--- src/rtl/dmem_line_adapter.sv ---
// Data-side adapter: turns word-granular stall-unit requests into 128-bit Wishbone line
// transactions, with a one-line read buffer that answers repeated reads of the same line.
module dmem_line_adapter #(
   parameter int LINE_WIDTH  = 128,
   parameter int LADDR_WIDTH = 12,
   parameter bit BUF_ENABLE  = 1'b1
) (
   input  logic                   clk,
   input  logic                   rst_n,
   input  logic                   mem_read,
   input  logic                   mem_write,
   input  logic [LADDR_WIDTH-1:0] mem_address,
   input  logic [3:0]             line_offset,
   input  logic [1:0]             mem_byte_enable,
   input  logic [15:0]            mem_wdata,
   output logic                   mem_resp,
   output logic [15:0]            mem_rdata,
   output logic                   wb_cyc,
   output logic                   wb_stb,
   output logic                   wb_we,
   output logic [LADDR_WIDTH-1:0] wb_adr,
   output logic [LINE_WIDTH/8-1:0] wb_sel,
   output logic [LINE_WIDTH-1:0]  wb_dat_o,
   input  logic [LINE_WIDTH-1:0]  wb_dat_i,
   input  logic                   wb_ack
);

   localparam int WORDS = LINE_WIDTH / 16;
   localparam int BYTES = LINE_WIDTH / 8;

   typedef enum logic [1:0] {IDLE, RD_BUS, WR_BUS, RESP} state_t;

   state_t                 state;
   logic [2:0]             lat_word;
   logic                   buf_valid;
   logic [LADDR_WIDTH-1:0] buf_tag;
   logic [LINE_WIDTH-1:0]  buf_line;
   logic                   buf_hit;
   logic                   unused_offset_lsb;

   assign buf_hit           = BUF_ENABLE && buf_valid && (buf_tag == mem_address);
   assign unused_offset_lsb = line_offset[0];

   // The registered Wishbone outputs double as the latched copy of the request, so the
   // write merge into the buffer reuses wb_sel/wb_dat_o rather than separate registers.
   always_ff @(posedge clk or negedge rst_n) begin
      if (!rst_n) begin
         state     <= IDLE;
         lat_word  <= '0;
         buf_valid <= 1'b0;
         buf_tag   <= '0;
         buf_line  <= '0;
         mem_resp  <= 1'b0;
         mem_rdata <= '0;
         wb_cyc    <= 1'b0;
         wb_stb    <= 1'b0;
         wb_we     <= 1'b0;
         wb_adr    <= '0;
         wb_sel    <= '0;
         wb_dat_o  <= '0;
      end else begin
         mem_resp <= 1'b0;
         case (state)
            IDLE: begin
               if (mem_write) begin
                  lat_word <= line_offset[3:1];
                  wb_adr   <= mem_address;
                  wb_cyc   <= 1'b1;
                  wb_stb   <= 1'b1;
                  wb_we    <= 1'b1;
                  wb_sel   <= {{(BYTES-2){1'b0}}, mem_byte_enable} << {line_offset[3:1], 1'b0};
                  wb_dat_o <= {WORDS{mem_wdata}};
                  state    <= WR_BUS;
               end else if (mem_read && buf_hit) begin
                  mem_resp  <= 1'b1;
                  mem_rdata <= buf_line[{line_offset[3:1], 4'b0000} +: 16];
                  state     <= RESP;
               end else if (mem_read) begin
                  lat_word <= line_offset[3:1];
                  wb_adr   <= mem_address;
                  wb_cyc   <= 1'b1;
                  wb_stb   <= 1'b1;
                  wb_we    <= 1'b0;
                  wb_sel   <= '1;
                  state    <= RD_BUS;
               end
            end
            RD_BUS: begin
               if (wb_ack) begin
                  buf_line  <= wb_dat_i;
                  buf_tag   <= wb_adr;
                  buf_valid <= 1'b1;
                  mem_rdata <= wb_dat_i[{lat_word, 4'b0000} +: 16];
                  mem_resp  <= 1'b1;
                  wb_cyc    <= 1'b0;
                  wb_stb    <= 1'b0;
                  wb_sel    <= '0;
                  state     <= RESP;
               end
            end
            WR_BUS: begin
               if (wb_ack) begin
                  // Write-through: keep the buffered copy coherent with the bus line.
                  if (buf_valid && (buf_tag == wb_adr)) begin
                     for (int i = 0; i < BYTES; i++) begin
                        if (wb_sel[i]) buf_line[8*i +: 8] <= wb_dat_o[8*i +: 8];
                     end
                  end
                  mem_resp <= 1'b1;
                  wb_cyc   <= 1'b0;
                  wb_stb   <= 1'b0;
                  wb_we    <= 1'b0;
                  wb_sel   <= '0;
                  state    <= RESP;
               end
            end
            RESP:    state <= IDLE;
            default: state <= IDLE;
         endcase
      end
   end

endmodule
--- config.mk ---
export PLATFORM = sky130hd
export DESIGN_NAME = dmem_line_adapter
export DESIGN_NICKNAME = d
export VERILOG_FILES = /design/src/rtl/dmem_line_adapter.sv
export SDC_FILE = /design/constraint.sdc
export NUM_CORES = 1
export LEC_CHECK = 0
export CORE_MARGIN = 4
export CORE_UTILIZATION = 35
export CTS_BUF_LIST = sky130_fd_sc_hd__clkbuf_4
export DETAILED_ROUTE_END_ITERATION = 10
export PLACE_DENSITY_LB_ADDON = 0.1
export SLEW_MARGIN = 40
export SYNTH_ARGS = -nofsm -noshare
export SYNTH_HDL_FRONTEND = slang
export SYNTH_SLANG_ARGS = --single-unit
--- constraint.sdc ---
create_clock -name clk -period 4.8 [get_ports clk]
set_input_delay 0.96 -clock clk [delete_from_list [all_inputs] [get_ports clk]]
set_output_delay 0.96 -clock clk [all_outputs]
set_load 0.005 [all_outputs]
# Word level (Yosys, flattened, before mapping)
# Cells that the tools add are included.
# classes
addsub	0
n_mul	0
div	0
order_cmp	0
n_eq_ne	31
shift	3
mux	53
n_bitwise	0
reduce_logical	33
# ops
operator	n
$mux W128	3
$pmux W128 S2	1
$shiftx A128 B8 Y16	2
$mux W8	16
$mux W16	7
$reduce_and A5 Y1	16
$pmux W16 S2	2
$ne A2 B2 Y1 const B	22
$mux W12	3
$eq A12 B12 Y1	2
$shl A2 B4 Y16	1
$reduce_and A4 Y1	3
$mux W1	10
$reduce_bool A2 Y1	5
$mux W3	3
$mux W2	4
$ne A3 B3 Y1 const B	2
$pmux W1 S2	3
$pmux W2 S3	1
$reduce_and A2 Y1	3
$eq A2 B2 Y1 const B	2
$ne A4 B4 Y1 const B	1
$logic_and A1 B1 Y1	3
$reduce_and A3 Y1	1
4 further kinds	4
# word_totals
ff_bits	321
latch_bits	0
ram_bits	0
rom_bits	0
in_bits	167
wordCells	147
n_memories	0

# Depth between registers and ports, before layout
# Gate-level depths: netlist of the first run.
# depth
ltp_word	6
depth_mapped	10
mapped_depth_nobuf	8

# Least setup slack after synthesis of the first run
# OpenSTA, ideal clock, no wires.
# synth_timing
path_type	input to register
start	input mem_address[5]
end	register mem_rdata[10]
setup_time_ps	125
arrival_ps	2454
required_time_ps	4675
setup_slack_ps	2221
path_stages	7
path_cell_list	xnor2_1 -> nand3_1 -> or4_4 -> o21ai_4 -> nand2_4 -> buf_12 -> mux2_4
# synth_via
elab_chain_cells	5
# synth_rtl
item	line	text
start: declaration	12	input logic [LADDR_WIDTH-1:0] mem_address,
$eq A12 B12 Y1	41	assign buf_hit = BUF_ENABLE && buf_valid && (buf_tag == mem_address);
$logic_and A1 B1 Y1	41	
$logic_and A1 B1 Y1	74	end else if (mem_read && buf_hit) begin
$ne A2 B2 Y1 (no source line)	--	
$reduce_and A4 Y1 (no source line)	--	
end signal: assignment	76	mem_rdata <= buf_line[{line_offset[3:1], 4'b0000} +: 16];
end signal: assignment	93	mem_rdata <= wb_dat_i[{lat_word, 4'b0000} +: 16];
end: declaration	17	output logic [15:0] mem_rdata,
# No other way between the ends.
# A chain may end at the register's enable or synchronous reset.

# Final worst setup path of the first run
# layout_timing
start	register wb_sel[0]
end	output wb_sel[0]
# layout_rtl
item	line	text
start: declaration	22	output logic [LINE_WIDTH/8-1:0] wb_sel,
start signal: assignment	71	wb_sel <= {{(BYTES-2){1'b0}}, mem_byte_enable} << {line_offset[3:1], 1'b0};
# No word-level cell between the ends.

==> results of run 1 <==
[sequential cells by signal (all words and copies together), names as in the netlist]
name,count
buf_line,128
buf_tag,12
buf_valid,1
lat_word,3
mem_rdata,16
mem_resp,1
state,2
wb_adr,12
wb_dat_o,16
wb_sel,16
wb_stb,1
wb_we,1
[metrics by stage]
| step | total power [mW] | util (%) | hold slack [ns] | area, um^2 | std cells |
|---|---|---|---|---|---|
| detailed placement | 8.74 | 44.2 | 0.455 | 15400 | 1772 |
| floorplan | 6.74 | - | 0.433 | 12400 | 1158 |
| global placement | 8.67 | 44.2 | 0.446 | 15300 | 1772 |
| finish | 10.3 | 46.4 | 0.271 | 16100 | 1881 |
| CTS | 10.4 | 46.3 | 0.227 | 16100 | 1876 |
| global route | 11.1 | 46.4 | 0.231 | 16100 | 1881 |
[area by class of cell]
class                   instances  area (um^2)  share of cell area (%)
diodes                          5         12.5                  0.0777
clock buffers                  90          676                    4.20
clock inverters                14         52.6                   0.326
inverters                      62          233                    1.45
multi-input cells             683         5710                    35.5
flip-flops and latches        209         5230                    32.5
well taps                     455          569                    3.54
repair buffers                363         3610                    22.4
[path summary, 6_finish.rpt]
check / from / end / slack, ns / depth (start not counted)
setup / recovery: wb_sel[0] / wb_sel[0] / 1.70 / 1
hold / removal: rst_n / wb_dat_o[121] / 0.27 / 1
setup reg to reg: state[0] / buf_line[74] / 1.79 / 7
hold reg to reg: buf_line[36] / buf_line[36] / 0.47 / 2
max in group asynchronous: rst_n / buf_line[3] / 3.61 / 2
min in group clk: buf_line[36] / buf_line[36] / 0.47 / 2
[synthesized netlist by cell type (all sizes together) (3+ instances only)]
cell and instances:
mux4 64, nand2 144, o22ai 3, nand3 13
a211oi 16, and2 10, dfrtp 209, xnor2 24
a31oi 8, a21oi 38, nand4 13, nor2 18
o2bb2ai 8, clkbuf 59, inv 62, o21a 7
a22oi 120, mux2i 17, mux2 75, o21ai 56
nor2b 14, and3 15, buf 145, ha 4
o211ai 6
[per-layer routing]
metal	GRT usage [%]	wire length (um)	up-vias
li1	-	-	4543
met1	33.1	20200	5064
met2	33.4	19600	468
met3	6.11	3880	72
met4	5.90	969	4
met5	0	26	-
[logic make-up (layout without fill, tap and decap cells)]
| family | after synthesis | after routing | share of synthesized area (%) |
|---|---|---|---|
| buffers and inverters | 266 | 529 | 11.9 |
| DFF | 209 | 209 | 42.2 |
| and+or+nand+nor | 233 | 233 | 8.64 |
| AOI/OAI and AO/OA | 266 | 266 | 14.4 |
| other | 0 | 5 | 0 |
| xor gates and xnor gates | 24 | 24 | 1.70 |
| adders and majority gates | 4 | 4 | 0.404 |
| muxes | 156 | 156 | 20.7 |
[report_power, final]
| part | internal [mW] | switching (mW) | total, mW |
|---|---|---|---|
| combinational | 3.02 | 2.20 | 5.22 |
| sequential | 2.60 | 0.862 | 3.47 |
| clock | 0.844 | 0.782 | 1.63 |
| total | 6.47 | 3.85 | 10.3 |
==> impl_metrics.yaml, run 1 <==
global_route:
  overflow: 0
  grt_pass1_vias: 10600
  grt_max_degree: 106
  grt_pass1_wl_um: 66900
  antenna_found_initial: 3
  track_usage_pct: 22.6
setup_path:
  endpoint_kind: "output pin"
  critical_path_class: "reg2out"
  cp_data_arrival_time_ns: 2.14
  max_stage_delay_ns: 0.80
  crit_family: "flip-flops"
  cp.required_ns: 3.84
  path_buf_inv: 1
  cp_max_fo: 11
  critPathLaunchType: "flop"
  cp_cell_sequence: "clkdlybuf4s50_1"
  cpMaxStageDelayCell: "dfrtp_1"
die:
  die_x_um: 196
  rows: 68
  io_pins: 343
  die_h_um: 196
  design.core.area_mm2: 0.0347
  start_util_pct: 35.7
  die_area_mm2: 0.0385
sta:
  rsz0062_at_grt: "false"
  worst_pin_slew_ns: 0.741
  drv_slew: 0
  hold_violations: 0
  fmaxAchievable_mhz: 323
  setup_viol: 0
  finalWorstSetupSlack_ns: 1.70
  skew_ns: 0.0500
  period_share_pct: 64.6
  slew_headroom_pct: 50.5
  period_minus_slack_ns: 3.10
  tns_ns: 0
layout:
  drive_above_1_share_pct: 17.7
  final_common_cell: "clkdlybuf4s50_1"
  n_fill_cell: 3377
  layout_common_cells: "clkdlybuf4s50_1, dfrtp_1, nand2_1, a22oi_1, clkbuf_4"
  area_growth_pct: 29.9
  fin_nets: 1550
pwr:
  max-vdd-ir-drop_v: 0.000347
  p_leak_nw: 6.81
  powerDensity_mw_per_mm2: 641
cts:
  root_buffer: "clkbuf_4"
  cts_setup_buffers: 0
  cts_resized: 0
  worst_skew_pair.late_latency_ns: 0.71
  cts_tree: "done"
  postCtsHoldBufs: 0
  h-tree-depth: 2
  cts.sinks: 209
  clkSlewWorstSetupHoldPaths_ns: 0.06
  numCtsBuffers: 60
  clk_path_buf_depth: 3
detailed_routing:
  drtPass1Iterations: 5
  antenna_left: 0
  drt_iter0_drc: 782
  num_vias: 10200
  avgViaCountPerCell: 5.40
  drc_errors: 0
  routedWlPerCell_um: 23.8
  finalWirelength_um: 44700
synth:
  synth_seq_area_share_pct: 42.2
  synth_edf_count: 0
  synth_area_leaders: "dfrtp_1, mux4_2, a22oi_1"
  netlist_instances: 1158
  yosysTopAreaCell: "dfrtp_1"
  syn-cell-area_mm2: 0.0124
  ys.flop_type: "dfrtp_1"
  yosysWarnings: 0
  async_flop_share_pct: 100
  postSynthAreaPerCell_um2: 10.7
  synthesis.nets: 1329
  ys_ff_latch: 209
  synth_top_area_share_pct: 42.2
  synth.distinct_cells: 43
placed_design:
  gp_congestion: 0.877
  numPortBuffers: 341
  pre_cts_ws_ns: 1.44
  place_hpwl_um: 32100
min_path:
  hold_path_class: "in2async"
flow_run:
  drv_cap: 0
run_status:
  status: "finished clean"
(Power assumes the default switching activity.)
==> inputs of run 2 (changes only) <==
==> constraint.sdc (replaced) <==
create_clock -name clk -period 2.9 [get_ports clk]
set_input_delay 0.58 -clock clk [delete_from_list [all_inputs] [get_ports clk]]
set_output_delay 0.58 -clock clk [all_outputs]
set_load 0.005 [all_outputs]
==> run 2 against run 1 <==
Against the previous run:
- global-route usage rose by 0.28 points
- combinational power rose by 72%
- clock-buffer cell count fell by 4
- via count rose by 0.51%
- first-iteration DRC count rose by 2.2%
- clock power rose by 71%
- worst setup slack got worse by 1.5 ns
- utilization rose by 0.98 points
- highest routed layer is now met4
==> impl_metrics.yaml, run 2 (synthesis gave the netlist of run 1 again) <==
layout:
  top_register: "buf_line"
  area_growth_pct: 32.6
  stdcell_count: 1906
  postLayoutCellArea_mm2: 0.0164
  final_common_cell: "clkdlybuf4s50_1"
  drive_above_1_share_pct: 19.3
  fin_nets: 1583
  final_core_util_pct: 47.4
  largest_reg_flops: 128
  layout_common_cells: "clkdlybuf4s50_1, dfrtp_1, nand2_1, a22oi_1, clkbuf_4"
placed_design:
  dp_cells: 1806
  gp_congestion: 0.882
  pre_cts_ws_ns: -0.00385
  numPortBuffers: 341
  dpl_cell_area_mm2: 0.0157
  place_hpwl_um: 32900
global_route:
  overflow: 0
  grt_pass1_wl_um: 68000
  grt_pass1_vias: 10900
  antenna_found_initial: 1
  track_usage_pct: 22.9
  grt_max_degree: 62
setup_path:
  critical_path_depth: 1
  critical_path_class: "reg2out"
  cp_max_fo: 11
  r2r.worst_path.cells: 9
  timing.rr.start: "state[0]"
  r2r_setup_slack_ns: 0.58
  cp_cell_sequence: "clkdlybuf4s50_1"
  cpMaxStageDelayCell: "dfrtp_1"
  endpoint_kind: "output pin"
  cp.required_ns: 2.32
  critPathLaunchType: "flop"
  max_stage_delay_ns: 0.74
  path_buf_inv: 1
  crit_family: "flip-flops"
  r2r-end: "buf_line[76]"
  cp_data_arrival_time_ns: 2.10
detailed_routing:
  drtPass1Iterations: 5
  routedWlPerCell_um: 23.5
  antenna_left: 0
  finalWirelength_um: 44800
  num_vias: 10200
  drc_errors: 0
  drt_iter0_drc: 799
  avgViaCountPerCell: 5.35
pwr:
  p_leak_nw: 6.99
  total_power_mw: 17.3
  seq_power_share_pct: 32.2
  power_frac_comb_pct: 51.8
  max-vdd-ir-drop_v: 0.000530
  p_sw_mw: 6.36
  powerDensity_mw_per_mm2: 1060
  clkPwrFrac_pct: 16.0
  p_sw_share_pct: 36.7
  p_int_mw: 11.0
cts:
  clk_path_buf_depth: 3
  numCtsBuffers: 58
  cts_setup_buffers: 0
  cts_tree: "done"
  h-tree-depth: 2
  worst_skew_pair.late_latency_ns: 0.74
  root_buffer: "clkbuf_4"
  clkSlewWorstSetupHoldPaths_ns: 0.07
  cts.sinks: 209
die:
  die_h_um: 196
  die_area_mm2: 0.0385
  io_pins: 343
  rows: 68
  die_x_um: 196
  start_util_pct: 35.7
  design.core.area_mm2: 0.0347
sta:
  drv_slew: 0
  hold_violations: 0
  period_minus_slack_ns: 2.68
  skew_ns: 0.0580
  setup_viol: 0
  worst_pin_slew_ns: 0.774
  slew_headroom_pct: 48.1
  period_share_pct: 92.5
  finalWorstSetupSlack_ns: 0.218
  fmaxAchievable_mhz: 373
  rsz0062_at_grt: "false"
flow_run:
  drv_cap: 0
min_path:
  hold_path_class: "in2async"
run_status:
  status: "finished clean"
run 2: cell types whose count changed in the layout (fill, tap and decap cells not counted), moves of 2 or more:
cell	change
buf_12	+8
bufinv_16	+2
diode_2	-3
clkbuf_4	-4
clkinv_1	-3
buf_4	+25
inv_2	-2
run 2: layout make-up:
| cell class | count | area [um^2] |
|---|---|---|
| inverters | 62 | 233 |
| flip-flops and latches | 209 | 5230 |
| diodes | 2 | 5.00 |
| repair buffers | 398 | 3960 |
| multi-input cells | 683 | 5700 |
| clock buffers | 86 | 646 |
| fillers | 3306 | 18300 |
| well taps | 455 | 569 |
| clock inverters | 11 | 93.8 |
run 2: worst max-delay path by stage:
| stage | to | from |
|---|---|---|
| finish | wb_sel[8] | wb_sel[8] |
| global placement | mem_rdata[12] | mem_address[7] |
| floorplan | mem_rdata[10] | mem_address[5] |
| global route | wb_sel[8] | wb_sel[8] |
| CTS | wb_sel[8] | wb_sel[8] |
| detailed placement | mem_rdata[14] | mem_address[7] |
run 2: worst register-to-register path, cell delays in order, from the launching register on:
cell and delay [ns]:
dfrtp_1 0.42, inv_1 0.09, ha_1 0.23, buf_4 0.20, nand3_1 0.10, nor4_2 0.04, buf_4 0.17, and2_1 0.19
o21ai_1 0.61, o2bb2ai_1 0.19
run 2: layer usage:
layer	vias up	routed length (um)	global-route usage, %
met4	0	883	5.77
met1	5045	20000	33.5
li1	4575	-	-
met5	-	0	0
met3	65	4110	6.51
met2	518	19800	33.7
run 2: through the flow:
stage | setup TNS (ns) | hold WS (ns)
2_1_floorplan | 0 | 0.284
6_report | 0 | 0.409
5_1_grt | 0 | 0.399
3_5_place_dp | -0.0134 | 0.452
3_3_place_gp | 0 | 0.445
4_1_cts | 0 | 0.347
run 2: timing repair:
item / in CTS / in global routing
hold buffers: 1 / 0
hold endpoints to repair: 53 / 0
gates resized for setup: 0 / 0
run 2: power by group through the flow:
stage          registers [mW]  clock network (mW)  logic (mW)
2_1_floorplan            5.16                   0        6.00
6_report                 5.58                2.78        8.99
3_5_place_dp             5.64                   0        9.00
4_1_cts                  5.60                2.88        9.07
5_1_grt                  5.82                3.04        9.77
3_3_place_gp             5.60                   0        8.94
==> inputs of run 3 (changes only) <==
--- a/config.mk
+++ b/config.mk
@@ -5,7 +5,6 @@
 export SDC_FILE = /design/constraint.sdc
 export NUM_CORES = 1
 export LEC_CHECK = 0
-export CORE_MARGIN = 4
 export CORE_UTILIZATION = 35
 export CTS_BUF_LIST = sky130_fd_sc_hd__clkbuf_4
 export DETAILED_ROUTE_END_ITERATION = 10
==> run 3 against run 2 <==
Against the previous run:
- die area decreased by 6.0%
- sequential power about the same
- final cell count increased by 0.63%
- hold slack improved by 0.042 ns
- clock skew decreased by 0.028 ns
- combinational power decreased by 0.9%
- routed wire length decreased by 2.9%
- maximum frequency increased by 0.53%
- sequential share of layout area about the same
- clock power about the same
- non-clock buffer count increased by 4
- highest routed layer unchanged
- register-to-register slack got worse by 0.08 ns
- largest power group unchanged
==> impl_metrics.yaml, run 3 (synthesis gave the netlist of run 1 again) <==
sta:
  drv_slew: 0
  period_minus_slack_ns: 2.67
  worst_pin_slew_ns: 0.830
  hold_violations: 0
  rsz0062_at_grt: "false"
  slew_headroom_pct: 44.6
  skew_ns: 0.0302
  setup_viol: 0
  tns_ns: 0
  finalWorstSetupSlack_ns: 0.232
  period_share_pct: 92.0
  fmaxAchievable_mhz: 375
setup_path:
  critical_path_class: "reg2out"
  r2r.worst_path.cells: 9
  max_stage_delay_ns: 0.75
  timing.rr.start: "state[0]"
  worstSetupEndpoint: "wb_sel[8]"
  cp_max_fo: 11
  endpoint_kind: "output pin"
  critPathLaunchType: "flop"
  r2r_setup_slack_ns: 0.50
  path_buf_inv: 1
  cpMaxStageDelayCell: "dfrtp_1"
  cp_data_arrival_time_ns: 2.09
  r2r-end: "buf_line[3]"
  cp.required_ns: 2.32
  critical_path_depth: 1
  crit_family: "flip-flops"
  cp_cell_sequence: "clkdlybuf4s50_1"
  critPathLaunch: "wb_sel[8]"
detailed_routing:
  antenna_left: 0
  num_vias: 10300
  drt_iter0_drc: 733
  routedWlPerCell_um: 22.7
  finalWirelength_um: 43500
  drc_errors: 0
  drtPass1Iterations: 5
  avgViaCountPerCell: 5.37
placed_design:
  numPortBuffers: 341
  pre_cts_ws_ns: 0.0104
  place_hpwl_um: 31700
  gp_congestion: 0.884
pwr:
  p_int_mw: 11.0
  p_sw_share_pct: 36.6
  p_sw_mw: 6.34
  power_frac_comb_pct: 51.5
  clkPwrFrac_pct: 16.1
  powerDensity_mw_per_mm2: 1050
  max-vdd-ir-drop_v: 0.000583
  seq_power_share_pct: 32.4
  p_leak_nw: 7.03
flow_run:
  drv_cap: 0
die:
  rows: 68
  start_util_pct: 35.7
  io_pins: 343
  die_area_mm2: 0.0362
  design.core.area_mm2: 0.0347
  die_h_um: 190
  die_x_um: 190
layout:
  drive_above_1_share_pct: 20.0
  fin_nets: 1589
  layout_common_cells: "clkdlybuf4s50_1, dfrtp_1, nand2_1, a22oi_1, clkbuf_4"
  area_growth_pct: 32.7
  final_common_cell: "clkdlybuf4s50_1"
  largest_reg_flops: 128
  top_register: "buf_line"
cts:
  worst_skew_pair.late_latency_ns: 0.71
  root_buffer: "clkbuf_4"
  clk_path_buf_depth: 3
  cts_setup_buffers: 0
  cts_tree: "done"
  cts.sinks: 209
  clkSlewWorstSetupHoldPaths_ns: 0.06
  h-tree-depth: 2
  numCtsBuffers: 60
global_route:
  grt_pass1_vias: 10400
  grt_pass1_wl_um: 65300
  grt_max_degree: 67
  antenna_found_initial: 1
  track_usage_pct: 24.2
  overflow: 0
run_status:
  status: "finished clean"
min_path:
  hold_path_class: "in2async"
==> run 3: worst min path at each step <==
stage	cells past startpoint	from	end	slack, ns
6_report	2	rst_n	wb_dat_o[126]	0.45
5_1_grt	2	rst_n	wb_dat_o[126]	0.42
4_1_cts	2	rst_n	wb_dat_o[123]	0.39
3_5_place_dp	2	buf_line[49]	buf_line[49]	0.45
3_3_place_gp	2	buf_line[81]	buf_line[81]	0.44
2_1_floorplan	0	rst_n	buf_line[0]	0.28
==> run 3: final cells by class <==
type,instances,area [um^2]
fillers,3331,18300
multi-input cells,683,5700
repair buffers,402,3960
well taps,455,569
clock buffers,98,736
clock inverters,8,30.0
flip-flops and latches,209,5230
inverters,62,233
diodes,1,2.50
==> run 3: power by group through the flow <==
stage / registers, mW / logic (mW) / clock network (mW)
3_5_place_dp: 5.68 / 8.90 / 0
5_1_grt: 5.85 / 9.62 / 3.05
4_1_cts: 5.64 / 8.96 / 2.89
2_1_floorplan: 5.16 / 6.00 / 0
6_report: 5.61 / 8.91 / 2.78
3_3_place_gp: 5.62 / 8.88 / 0
==> run 3: per-stage QoR <==
stage	hold WS, ns	util (%)	cells	total power, mW	cell area (um^2)
floorplan	0.284	-	1158	11.2	12400
global placement	0.445	45.2	1810	14.5	15700
detailed placement	0.454	45.2	1810	14.6	15700
CTS	0.386	47.4	1917	17.5	16500
global route	0.420	47.4	1918	18.5	16500
finish	0.452	47.4	1918	17.3	16500
==> run 3: timing repair <==
action	in CTS	in global routing
gates resized for setup	0	0
hold buffers	1	0
endpoints found under the setup margin	0	0
hold endpoints to repair	63	0
==> run 3: per-layer routing <==
layer / global-route usage [%] / part of all wire [%]
met2: 35.9 / 44
met4: 6.98 / 2.3
met3: 5.05 / 8.0
met5: 0 / 0
met1: 35.4 / 46
